$ cat config.mk
export PLATFORM = sky130hd
export DESIGN_NAME = prog_loader
export DESIGN_NICKNAME = d
export VERILOG_FILES = /design/src/rtl/prog_loader.sv
export SDC_FILE = /design/constraint.sdc
export NUM_CORES = 1
export LEC_CHECK = 0
export ABC_AREA = 0
export CAP_MARGIN = 0
export CORE_ASPECT_RATIO = 1.2
export CORE_MARGIN = 2
export CORE_UTILIZATION = 57
export CTS_BUF_LIST = sky130_fd_sc_hd__clkbuf_4 sky130_fd_sc_hd__clkbuf_8
export DETAILED_ROUTE_END_ITERATION = 8
export HOLD_SLACK_MARGIN = 0.1
export PLACE_DENSITY = 0.86
export SKIP_LAST_GASP = 1
export SLEW_MARGIN = 30
export SYNTH_ARGS = -nofsm -noshare
export SYNTH_HDL_FRONTEND = slang
export SYNTH_SLANG_ARGS = --single-unit
$ cat constraint.sdc
create_clock -name CLK -period 3.5 [get_ports CLK]
set_input_delay 0.875 -clock CLK [delete_from_list [all_inputs] [get_ports CLK]]
set_output_delay 0.875 -clock CLK [all_outputs]
set_load 0.02 [all_outputs]
$ cat src/rtl/prog_loader.sv
// prog_loader
// -----------
// Byte-stream program loader and execution controller for the MIPS core.
// Bytes arriving on RX_DATA/RX_VALID are packed MSB-first into DATA_W-bit
// instruction words. Each completed word is presented on the memory write
// port (INSTR_OUT/INSTR_ADDR/INSTR_WE) at the next sequential address.
// Loading ends on the END_WORD sentinel (which is itself written) or when
// DEPTH words have been written without a sentinel (OVERFLOW). After that
// the block drives the pipeline advance enable FLAG_STEP, either
// continuously (MODE_CONT=1) or one pulse per STEP_REQ rising edge.
//
// Ports
//   CLK         rising-edge clock
//   RESET       asynchronous active-low reset
//   RX_DATA     incoming byte
//   RX_VALID    one-cycle strobe, RX_DATA valid
//   RELOAD      synchronous restart of the load sequence (beats RX_VALID)
//   MODE_CONT   1 = continuous run, 0 = single-step
//   STEP_REQ    step request level, acted on at its rising edge
//   INSTR_OUT   assembled word
//   INSTR_ADDR  write address
//   INSTR_WE    one-cycle write strobe
//   FLAG_I      high while loading
//   FLAG_STEP   pipeline advance enable
//   LOAD_DONE   high while running
//   WORD_COUNT  number of words written in this load sequence
//   OVERFLOW    sticky, memory filled without a sentinel

module prog_loader #(
  parameter int DATA_W = 32,
  parameter int BYTE_W = 8,
  parameter int DEPTH  = 64,
  parameter int ADDR_W = 6,
  parameter logic [DATA_W-1:0] END_WORD = 32'hFFFFFFFF
) (
  input  logic              CLK,
  input  logic              RESET,
  input  logic [BYTE_W-1:0] RX_DATA,
  input  logic              RX_VALID,
  input  logic              RELOAD,
  input  logic              MODE_CONT,
  input  logic              STEP_REQ,
  output logic [DATA_W-1:0] INSTR_OUT,
  output logic [ADDR_W-1:0] INSTR_ADDR,
  output logic              INSTR_WE,
  output logic              FLAG_I,
  output logic              FLAG_STEP,
  output logic              LOAD_DONE,
  output logic [ADDR_W:0]   WORD_COUNT,
  output logic              OVERFLOW
);

  localparam int BYTES = DATA_W / BYTE_W;
  localparam int BC_W  = (BYTES > 1) ? $clog2(BYTES) : 1;
  localparam int CNT_W = ADDR_W + 1;

  localparam logic [BC_W-1:0]  LAST_BYTE = BC_W'(BYTES - 1);
  // Count value held while the final memory slot is being written.
  localparam logic [CNT_W-1:0] LAST_SLOT = CNT_W'(DEPTH - 1);

  typedef enum logic {
    LOAD = 1'b0,
    RUN  = 1'b1
  } state_t;

  state_t            state_reg,    state_next;
  logic [BC_W-1:0]   byte_cnt_reg, byte_cnt_next;
  logic [DATA_W-1:0] word_reg,     word_next;
  logic [DATA_W-1:0] instr_reg,    instr_next;
  logic [ADDR_W-1:0] addr_reg,     addr_next;
  logic              we_reg,       we_next;
  logic [CNT_W-1:0]  count_reg,    count_next;
  logic              ovf_reg,      ovf_next;
  logic              step_reg,     step_next;
  logic              prev_reg,     prev_next;
  logic              flag_i_reg,   flag_i_next;
  logic              done_reg,     done_next;

  // Shifting left by one symbol per byte leaves the first byte of a word in
  // the top bits once all BYTES symbols have arrived.
  logic [DATA_W-1:0] assembled;
  assign assembled = (word_reg << BYTE_W) | DATA_W'(RX_DATA);

  always_ff @(posedge CLK or negedge RESET) begin
    if (!RESET) begin
      state_reg    <= LOAD;
      byte_cnt_reg <= '0;
      word_reg     <= '0;
      instr_reg    <= '0;
      addr_reg     <= '0;
      we_reg       <= 1'b0;
      count_reg    <= '0;
      ovf_reg      <= 1'b0;
      step_reg     <= 1'b0;
      prev_reg     <= 1'b0;
      flag_i_reg   <= 1'b0;
      done_reg     <= 1'b0;
    end else begin
      state_reg    <= state_next;
      byte_cnt_reg <= byte_cnt_next;
      word_reg     <= word_next;
      instr_reg    <= instr_next;
      addr_reg     <= addr_next;
      we_reg       <= we_next;
      count_reg    <= count_next;
      ovf_reg      <= ovf_next;
      step_reg     <= step_next;
      prev_reg     <= prev_next;
      flag_i_reg   <= flag_i_next;
      done_reg     <= done_next;
    end
  end

  always_comb begin
    state_next    = state_reg;
    byte_cnt_next = byte_cnt_reg;
    word_next     = word_reg;
    instr_next    = instr_reg;
    addr_next     = addr_reg;
    we_next       = 1'b0;
    count_next    = count_reg;
    ovf_next      = ovf_reg;
    step_next     = 1'b0;
    prev_next     = prev_reg;

    if (RELOAD) begin
      // Restart from scratch; a byte arriving in the same cycle is dropped.
      state_next    = LOAD;
      byte_cnt_next = '0;
      word_next     = '0;
      count_next    = '0;
      ovf_next      = 1'b0;
      prev_next     = 1'b0;
    end else begin
      case (state_reg)
        LOAD: begin
          prev_next = 1'b0;
          if (RX_VALID) begin
            word_next = assembled;
            if (byte_cnt_reg == LAST_BYTE) begin
              byte_cnt_next = '0;
              instr_next    = assembled;
              addr_next     = count_reg[ADDR_W-1:0];
              we_next       = 1'b1;
              count_next    = count_reg + 1'b1;
              if (assembled == END_WORD) begin
                state_next = RUN;
              end else if (count_reg == LAST_SLOT) begin
                ovf_next   = 1'b1;
                state_next = RUN;
              end
            end else begin
              byte_cnt_next = byte_cnt_reg + 1'b1;
            end
          end
        end
        RUN: begin
          // MODE_CONT is looked at every cycle so a mode switch acts at once.
          prev_next = STEP_REQ;
          step_next = MODE_CONT | (STEP_REQ & ~prev_reg);
        end
        default: begin
          state_next = LOAD;
        end
      endcase
    end

    // Status flags are registered copies of the upcoming state, so they
    // change in the same cycle as the final write strobe.
    flag_i_next = (state_next == LOAD);
    done_next   = (state_next == RUN);
  end

  assign INSTR_OUT  = instr_reg;
  assign INSTR_ADDR = addr_reg;
  assign INSTR_WE   = we_reg;
  assign FLAG_I     = flag_i_reg;
  assign FLAG_STEP  = step_reg;
  assign LOAD_DONE  = done_reg;
  assign WORD_COUNT = count_reg;
  assign OVERFLOW   = ovf_reg;

endmodule

==> run summary, run 1 <==
The routed design could run at a clock period as short as 2.51 ns. The tools report the initial antenna violation count as 0. Data on the critical path is required at its endpoint by 3.74 ns. The run gives 0.00506 ns as the final clock skew.

Along the worst path, the maximum fanout reaches 23. The critical path launch point is RX_VALID. The flow ran to the end, and the final reports show no timing, DRC or antenna violations. In this run, post-CTS hold repair placed 0 buffers.

The cell depth of the worst setup path is 6. On the critical path the largest part of the delay comes from simple AND/OR/NAND/NOR gates. Entering global routing, the biggest net connects 78 pins. Once detailed placement completed, the half-perimeter wirelength came to 4.07 mm. The number of buffers and inverters on the critical path is 2.

The tools report the endpoint of the lowest-slack register-to-register path as INSTR_ADDR[2]. For the number of vias in the routed layout, the log shows 1,992. The CTS clock-pin slew for the worst setup and hold paths came out at 0.07 ns. Fill cells in the final layout number 359.

The first-pass GRT wire length is 10.2 mm, and the mean post-synth cell area is 15.4 sq um. During placement, the flow inserted port buffers numbering 63. The count of nets left with antenna violations once routing finished came out at 0. For the pin with the worst max-slew slack, the measured transition is 0.664 ns.

Count of unique library cells instantiated by Yosys: 32. For this block, the initial DRC count from the detailed router was 176. The analysis attributes to cell leakage a power of 1.87 nW. After technology mapping, the gate count stands at 209. On the critical path, the stage with the largest delay is an instance of sky130_fd_sc_hd__clkdlybuf4s50_1.

Summed over all layers, the routed wires come to 6.17 mm. The final layout contains 290 nets. The core region is 0.00556 sq mm. The first TritonRoute pass finished after 4 iterations.

The initial utilization of the core area, before any placement, comes to 58.0%. The die span in x came out at 72.6 microns. STA classifies the critical path endpoint as a flip-flop.

The area growth from synthesis to layout is 26.3%. The routed length per instance was 18.0 microns; the area of the die was 0.00627 sq mm. The tools report the via count of the first global-routing pass as 1,982. The library cells used most frequently in the layout, excluding fill and tap cells, are 77 x sky130_fd_sc_hd__dfrtp_1, 62 x sky130_fd_sc_hd__clkdlybuf4s50_1, 38 x sky130_fd_sc_hd__mux2_4. For this run, the number of standard cells in the final layout without fillers is 343. By startpoint and endpoint, the worst setup path is classified as in -> reg. At the worst endpoint, the arrival time is 2.74 ns. Including well taps, the total number of placed cells is 327.

The routed via count divided by cell count was 5.81. The aggregate negative setup slack is 0 ns, and the number of primary I/O pins is 64. The post-synthesis register bit count works out to 77. The worst min-delay path category is reg -> reg. Final cycle utilization of the critical path: 71.6%. The H-tree generated during clock tree synthesis spans 3 levels. Yosys printed 0 warnings.

When the netlist entered floorplanning its net count stood at 225. After floorplanning, the core was divided into 30 placement rows. The worst register-to-register path has a depth of 5.

TritonCTS built the clock tree. The headroom to the max-slew limit is 55.8%. The worst setup path is launched from an input port. Gates resized during post-CTS repair numbered 0. The register with the most flip-flops in the layout has 32 of them.

After global routing the overflow that remains totals 0. For this run, the slowest stage of the critical path takes 0.49 ns. After synthesis the cells add up to 0.00322 sq mm. For this design the ratio of total power to cell area is 462 mW/mm^2. After synthesis, flip-flops and latches occupy 59.8% of the total area. The clock sink count is 77, and the TritonCTS buffer count is 9.

Setup repair after global routing left no endpoint under its margin. In this run the deepest clock path goes through 2 buffers. Once the clock tree was built, the setup fixing pass inserted 0 buffers.

For the maximum clock frequency, the log shows 399 MHz. The capture point of the worst path is INSTR_ADDR[2]. The final weighted congestion in routability-driven placement is 0.815, and the final non-filler cell area is 0.00407 sq mm. The cell sitting at the root of the clock tree is a sky130_fd_sc_hd__clkbuf_8.

The later pin in the worst-skew pair is clocked with a latency of 0.35 ns. The logs give 0 for the number of failing hold endpoints at the final stage and 0 for the remaining routing DRC violations. The worst register-to-register path has a setup slack of 1.56 ns. The die span in y is 86.3 microns. Global routing used 21.8% of the available tracks across all layers.

The tools report the number of slew-limit violations in the final report as 0. Commonest non-fill, non-tap cell in the layout: sky130_fd_sc_hd__dfrtp_1. The critical path goes through clkdlybuf4s50_1, nor2b_2, nor2b_4, and2_4, buf_12, mux2_4. Setup violations remaining at the end of the flow were counted as 0. The fraction of layout cells with a size suffix above 1 is 22.6%, and the number of maximum-capacitance constraint violations is 0. Once placement finished, the instance area stood at 0.00384 sq mm. The worst register-to-register path begins at LOAD_DONE. 0 antenna diodes ended up in the layout. The tools report the peak supply drop as 0.462 mV.
[synthesized netlist by cell type]
cell / n / area, sq um
sky130_fd_sc_hd__nor2_1: 10 / 37.5
sky130_fd_sc_hd__and3b_1: 2 / 17.5
sky130_fd_sc_hd__mux2_4: 38 / 571
sky130_fd_sc_hd__a21oi_1: 2 / 10.0
sky130_fd_sc_hd__o21ai_1: 1 / 5.00
sky130_fd_sc_hd__buf_6: 2 / 22.5
sky130_fd_sc_hd__a41oi_1: 1 / 8.76
sky130_fd_sc_hd__a211oi_1: 1 / 7.51
sky130_fd_sc_hd__mux2i_1: 2 / 20.0
sky130_fd_sc_hd__mux2_2: 1 / 11.3
sky130_fd_sc_hd__xnor2_1: 1 / 8.76
sky130_fd_sc_hd__xor2_1: 4 / 35.0
sky130_fd_sc_hd__clkbuf_2: 1 / 5.00
sky130_fd_sc_hd__and2_4: 1 / 8.76
sky130_fd_sc_hd__nor4_1: 2 / 12.5
sky130_fd_sc_hd__o21ai_0: 3 / 15.0
sky130_fd_sc_hd__a22o_1: 24 / 210
sky130_fd_sc_hd__a2111o_1: 1 / 11.3
sky130_fd_sc_hd__clkbuf_1: 6 / 22.5
sky130_fd_sc_hd__nor3b_1: 1 / 7.51
sky130_fd_sc_hd__a211o_1: 1 / 8.76
sky130_fd_sc_hd__inv_1: 3 / 11.3
sky130_fd_sc_hd__nor2b_4: 1 / 13.8
sky130_fd_sc_hd__and3_1: 2 / 12.5
sky130_fd_sc_hd__ha_1: 2 / 25.0
sky130_fd_sc_hd__nand4_1: 8 / 50.1
sky130_fd_sc_hd__nand2_1: 3 / 11.3
sky130_fd_sc_hd__buf_12: 4 / 80.1
sky130_fd_sc_hd__dfrtp_1: 77 / 1930
sky130_fd_sc_hd__o2111ai_1: 2 / 17.5
sky130_fd_sc_hd__nor2b_2: 1 / 8.76
sky130_fd_sc_hd__nand3b_1: 1 / 7.51
[metrics by stage]
| stage | setup WS, ns | utilization (%) | power (mW) | hold slack, ns |
|---|---|---|---|---|
| floorplan | 1.34 | - | 1.06 | 0.470 |
| global placement | 0.664 | 69.1 | 1.16 | 0.487 |
| detailed placement | 0.622 | 69.1 | 1.16 | 0.491 |
| CTS | 0.989 | 73.2 | 1.90 | 0.513 |
| global route | 0.919 | 73.2 | 1.96 | 0.530 |
| finish | 0.995 | 73.2 | 1.88 | 0.511 |
[worst min path at each step]
| stage | from | end | slack [ns] | depth (start not counted) |
|---|---|---|---|---|
| 2_1_floorplan | byte_cnt_reg[1] | byte_cnt_reg[1] | 0.47 | 1 |
| 3_3_place_gp | byte_cnt_reg[1] | byte_cnt_reg[1] | 0.49 | 1 |
| 3_5_place_dp | INSTR_OUT[4] | INSTR_OUT[4] | 0.49 | 1 |
| 4_1_cts | INSTR_OUT[15] | INSTR_OUT[15] | 0.51 | 1 |
| 5_1_grt | INSTR_OUT[26] | INSTR_OUT[26] | 0.53 | 1 |
| 6_report | INSTR_OUT[15] | INSTR_OUT[15] | 0.51 | 1 |
[cell type report]
type,count,area [sq um],share of cell area (%)
Sequential cell,77,1930,47.4
Tap cell,64,80.1,1.97
Timing Repair Buffer,67,674,16.6
Clock buffer,10,138,3.38
Inverter,3,11.3,0.277
Clock inverter,6,86.3,2.12
Multi-Input combinational cell,116,1150,28.3
[routing by layer]
metal,vias to the layer above,track usage (%),wire [microns]
met5,-,0,0
met4,0,10.6,162
met3,15,4.65,243
met2,58,32.2,3060
met1,1018,30.8,2700
li1,901,-,-
[cells by family (layout without fill, tap and decap cells)]
kind of cell             after synthesis  in the layout  synth area share (%)
flip-flops                            77             77                  59.8
AND/OR/NAND/NOR                       32             32                  5.83
XOR/XNOR                               5              5                  1.36
buffers and inverters                 16             86                  4.39
AO/OA/AOI/OAI                         36             36                  9.13
adder cells (fa/ha/maj)                2              2                 0.777
multiplexers                          41             41                  18.7
[report_power, final]
group          internal, mW  switching (mW)
logic                 0.102          0.0901
clock network         0.419           0.316
registers             0.925          0.0291
Power figures use the tool's default switching activity.
==> run 2: changes to the inputs <==
- CORE_UTILIZATION: 57 -> 53
- PLACE_DENSITY: 0.86 -> 0.81
- clock period: 3.5 -> 2.4 ns (I/O delays scaled with it)
==> run 2 against run 1 <==
  * Clock-buffer cell count stayed put
  * Register-to-register slack worse by 0.83 ns
  * Final cell count up 6.4%
  * Non-clock buffer count grew 4
  * Sequential power up 46%
  * Critical path depth shrank 5
  * Global-route usage fell by 2.0 points
  * Hold slack worse by 0.31 ns
  * Flip-flop and latch count unchanged
  * Final area up 2.3%
  * Die area grew 7.2%
  * Routed wire length is 0.44% lower
==> run summary, run 2 (synthesis results as in run 1) <==
The flow ran to the end, and the final reports show no timing, DRC or antenna violations. The nature of the critical path startpoint was a flip-flop. The tools report the data arrival at the endpoint of the critical path as 1.46 ns (-1.28 ns). The tools report the area of the core region as 0.00597 sq mm (+7.5%). The maximum clock frequency was 486 MHz. In the layout the commonest cells are 77 x sky130_fd_sc_hd__dfrtp_1, 62 x sky130_fd_sc_hd__clkdlybuf4s50_1, 38 x sky130_fd_sc_hd__mux2_4.

The post-route antenna net violation count came out at 0 (unchanged). For the overflow left after global routing, the log shows 0 (unchanged). Traced cell by cell, the critical path runs through clkdlybuf4s50_1.

Clock tree synthesis selected as its root buffer the cell sky130_fd_sc_hd__clkbuf_8. The fraction of layout cells with a size suffix above 1 works out to 23.7% (+1.1 points). The initial antenna violation count was 0 (unchanged).

The tools report the maximum number of pins on one net before global-route repair as 41 (-47%). Worst reg-to-reg setup slack: 0.73 ns (-0.83 ns). For the number of maximum-capacitance constraint violations, the log shows 0 (unchanged). The die span in x is 75.2 microns (+3.5%). The sequential cell area was 0.00193 sq mm (unchanged). The largest fanout on the critical path was 6 (-74%); the iteration count of the initial detailed-routing pass was 5 (+1).

The buffer depth of the longest clock path was 2 (unchanged). The met3 track demand over resource was 4.96% (+0.31 points). The final clock skew is 0.00780 ns (+0.00274 ns), and the sequential cell fraction of total power is 49.0% (-1.7 points).

The number of vias in the routed layout came out at 1,966 (-1.3%). For the area of the die, the log shows 0.00672 sq mm (+7.2%). The pin slew with the least headroom to its limit was 0.682 ns (+0.0180 ns); the CTS clock-pin slew for the worst setup and hold paths was 0.08 ns (about the same). The delay contributed by the slowest stage of the critical path works out to 0.65 ns (+0.16 ns). For the internal portion of total power, the log shows 2.21 mW (+52%).

The required time at the worst-slack endpoint is 1.80 ns (-1.94 ns), and the number of slew-limit violations in the final report is 0 (unchanged). For the antenna diode count, the log shows 0 (unchanged). The total track usage was 19.8% (-2.0 points). Minimum period implied by the final worst setup slack: 2.06 ns. The routed via count divided by cell count works out to 5.39 (-7.3%). Via count of the first global-routing pass: 1,975 (-0.35%). The aggregate negative setup slack was 0 ns (unchanged); the first-pass GRT wire length was 9.78 mm (-4.2%).

The logs give 6.14 mm (-0.44%) for the sum of routed wire length over all layers and 0 (unchanged) for the number of failing hold endpoints at the final stage. The peak supply drop is 0.451 mV (-2.4%). The count of buffering cells on the critical path with inverters included works out to 1 (-1). The headroom to the max-slew limit came out at 54.4% (-1.4 points). The routed length per instance came out at 16.8 microns (-6.4%). The met2 track demand over resource is 29.3% (-2.9 points), and the source-to-sink clock delay at the later pin of the worst-skew pair is 0.35 ns (about the same). The number of gates given a new drive strength after cts is 0 (unchanged). The global routing stage identified its most utilized layer as met2. For the clock sink count, the log shows 77 (unchanged). Relative to the synthesized area, the layout overhead comes to 29.2%. The power per unit of standard cell area works out to 683 mW/mm^2 (+48%). The number of setup buffers added after CTS is 0 (unchanged). The library cell used most frequently in the layout, excluding fill and tap cells, is sky130_fd_sc_hd__dfrtp_1. The leakage dissipation came out at 1.90 nW (+1.8%). The die span in y was 89.4 microns (+3.5%); the total instance count after detailed placement was 349 (+6.7%). The remaining routing DRC violations is 0 (unchanged).

Switching part of the total power: 22.4% (-0.71 points). The part of the total power dissipated in combinational logic was 10.0% (-0.2 points). The worst setup path is of the reg -> out kind. The final hold slack was 0.204 ns (-0.307 ns); the final cycle utilization of the critical path was 85.8%. On the critical path, the stage with the largest delay is an instance of sky130_fd_sc_hd__clkdlybuf4s50_1.

For the post-layout instance count excluding filler cells, the log shows 365 (+6.4%). Flip-flop count of the largest register, all copies and words added: 32 (unchanged). Final worst-path setup slack: 0.340 ns (-0.654 ns). TritonCTS built the clock tree.

The number of H-tree branching levels was 3 (unchanged). For the post-DP HPWL, the log shows 4.31 mm (+5.7%). For the effective utilization at floorplan, the log shows 53.9% (-4.1 points).

The total area of multi-input combinational cells came out at 0.00115 sq mm (unchanged). The clock network power share came out at 41.0% (+1.9 points). The run gives 0.637 mW (+46%) as the net switching power of the design. Setup repair after global routing left no endpoint under its margin. The run gives 123 (-30%) as the initial DRC count. Number of rows created at floorplan: 31 (+3.3%).

The worst setup path is captured at an output pin. The routing usage on met1 came out at 27.7% (-3.1 points). Grouping stages by cell kind, the critical path spends the most delay in buffers and inverters.

Net total in the final layout: 294 (+1.4%). The tools report the TritonCTS buffer count as 9 (unchanged). In this run the worst hold path is classified as in -> async. The logs give 426 (+19%) for the number of fill cells and 69.7% (-3.6 points) for the utilization after layout. The number of primary I/O pins was 64 (unchanged). The number of port buffers was 63 (unchanged). The logs give 0 (unchanged) for the number of buffers inserted by hold repair at cts and 0.771 (-5.5%) for the final weighted congestion in routability-driven placement. The logs give 0.0728 ns (-0.549 ns) for the pre-CTS setup slack and 0 (unchanged) for the setup violation total in the final timing report.
run 2: cell count changes in the layout (fill, tap and decap cells not counted), sizes merged:
| cell | delta |
|---|---|
| clkinv | -1 |
| buf | +4 |
| bufinv | +1 |
run 2: worst paths after layout:
kind,cells past startpoint,end,start
max reg2reg,5,OVERFLOW,byte_cnt_reg[0]
max in group asynchronous,2,INSTR_OUT[30],RESET
min reg2reg,1,INSTR_OUT[29],INSTR_OUT[29]
max,1,WORD_COUNT[4],WORD_COUNT[4]
min in group CLK,1,INSTR_OUT[29],INSTR_OUT[29]
min,1,INSTR_OUT[7],RESET
run 2: routing by layer:
| metal | wire length, microns | part of all wire [%] |
|---|---|---|
| met4 | 112 | 1.8 |
| met3 | 271 | 4.4 |
| met5 | 0 | 0 |
| met1 | 2780 | 45 |
| met2 | 2980 | 48 |
run 2: area by class of cell:
type	count	share of cell area, %
Clock buffer	10	3.16
Clock inverter	6	2.68
Inverter	3	0.271
Multi-Input combinational cell	116	27.7
Sequential cell	77	46.3
Tap cell	82	2.47
Timing Repair Buffer	71	17.4
run 2: through the flow:
| stage | cell area [sq um] | power (mW) |
|---|---|---|
| detailed placement | 3920 | 1.70 |
| floorplan | 3220 | 1.55 |
| finish | 4160 | 2.84 |
| CTS | 4160 | 2.86 |
| global route | 4160 | 2.94 |
| global placement | 3920 | 1.70 |
run 2: power groups by stage:
stage | clock (mW) | sequential, mW | combinational (mW)
after global placement | 0 | 1.41 | 0.283
after global routing | 1.24 | 1.40 | 0.305
after CTS | 1.18 | 1.39 | 0.289
after floorplan | 0 | 1.45 | 0.0986
final | 1.17 | 1.39 | 0.286
after detailed placement | 0 | 1.41 | 0.289
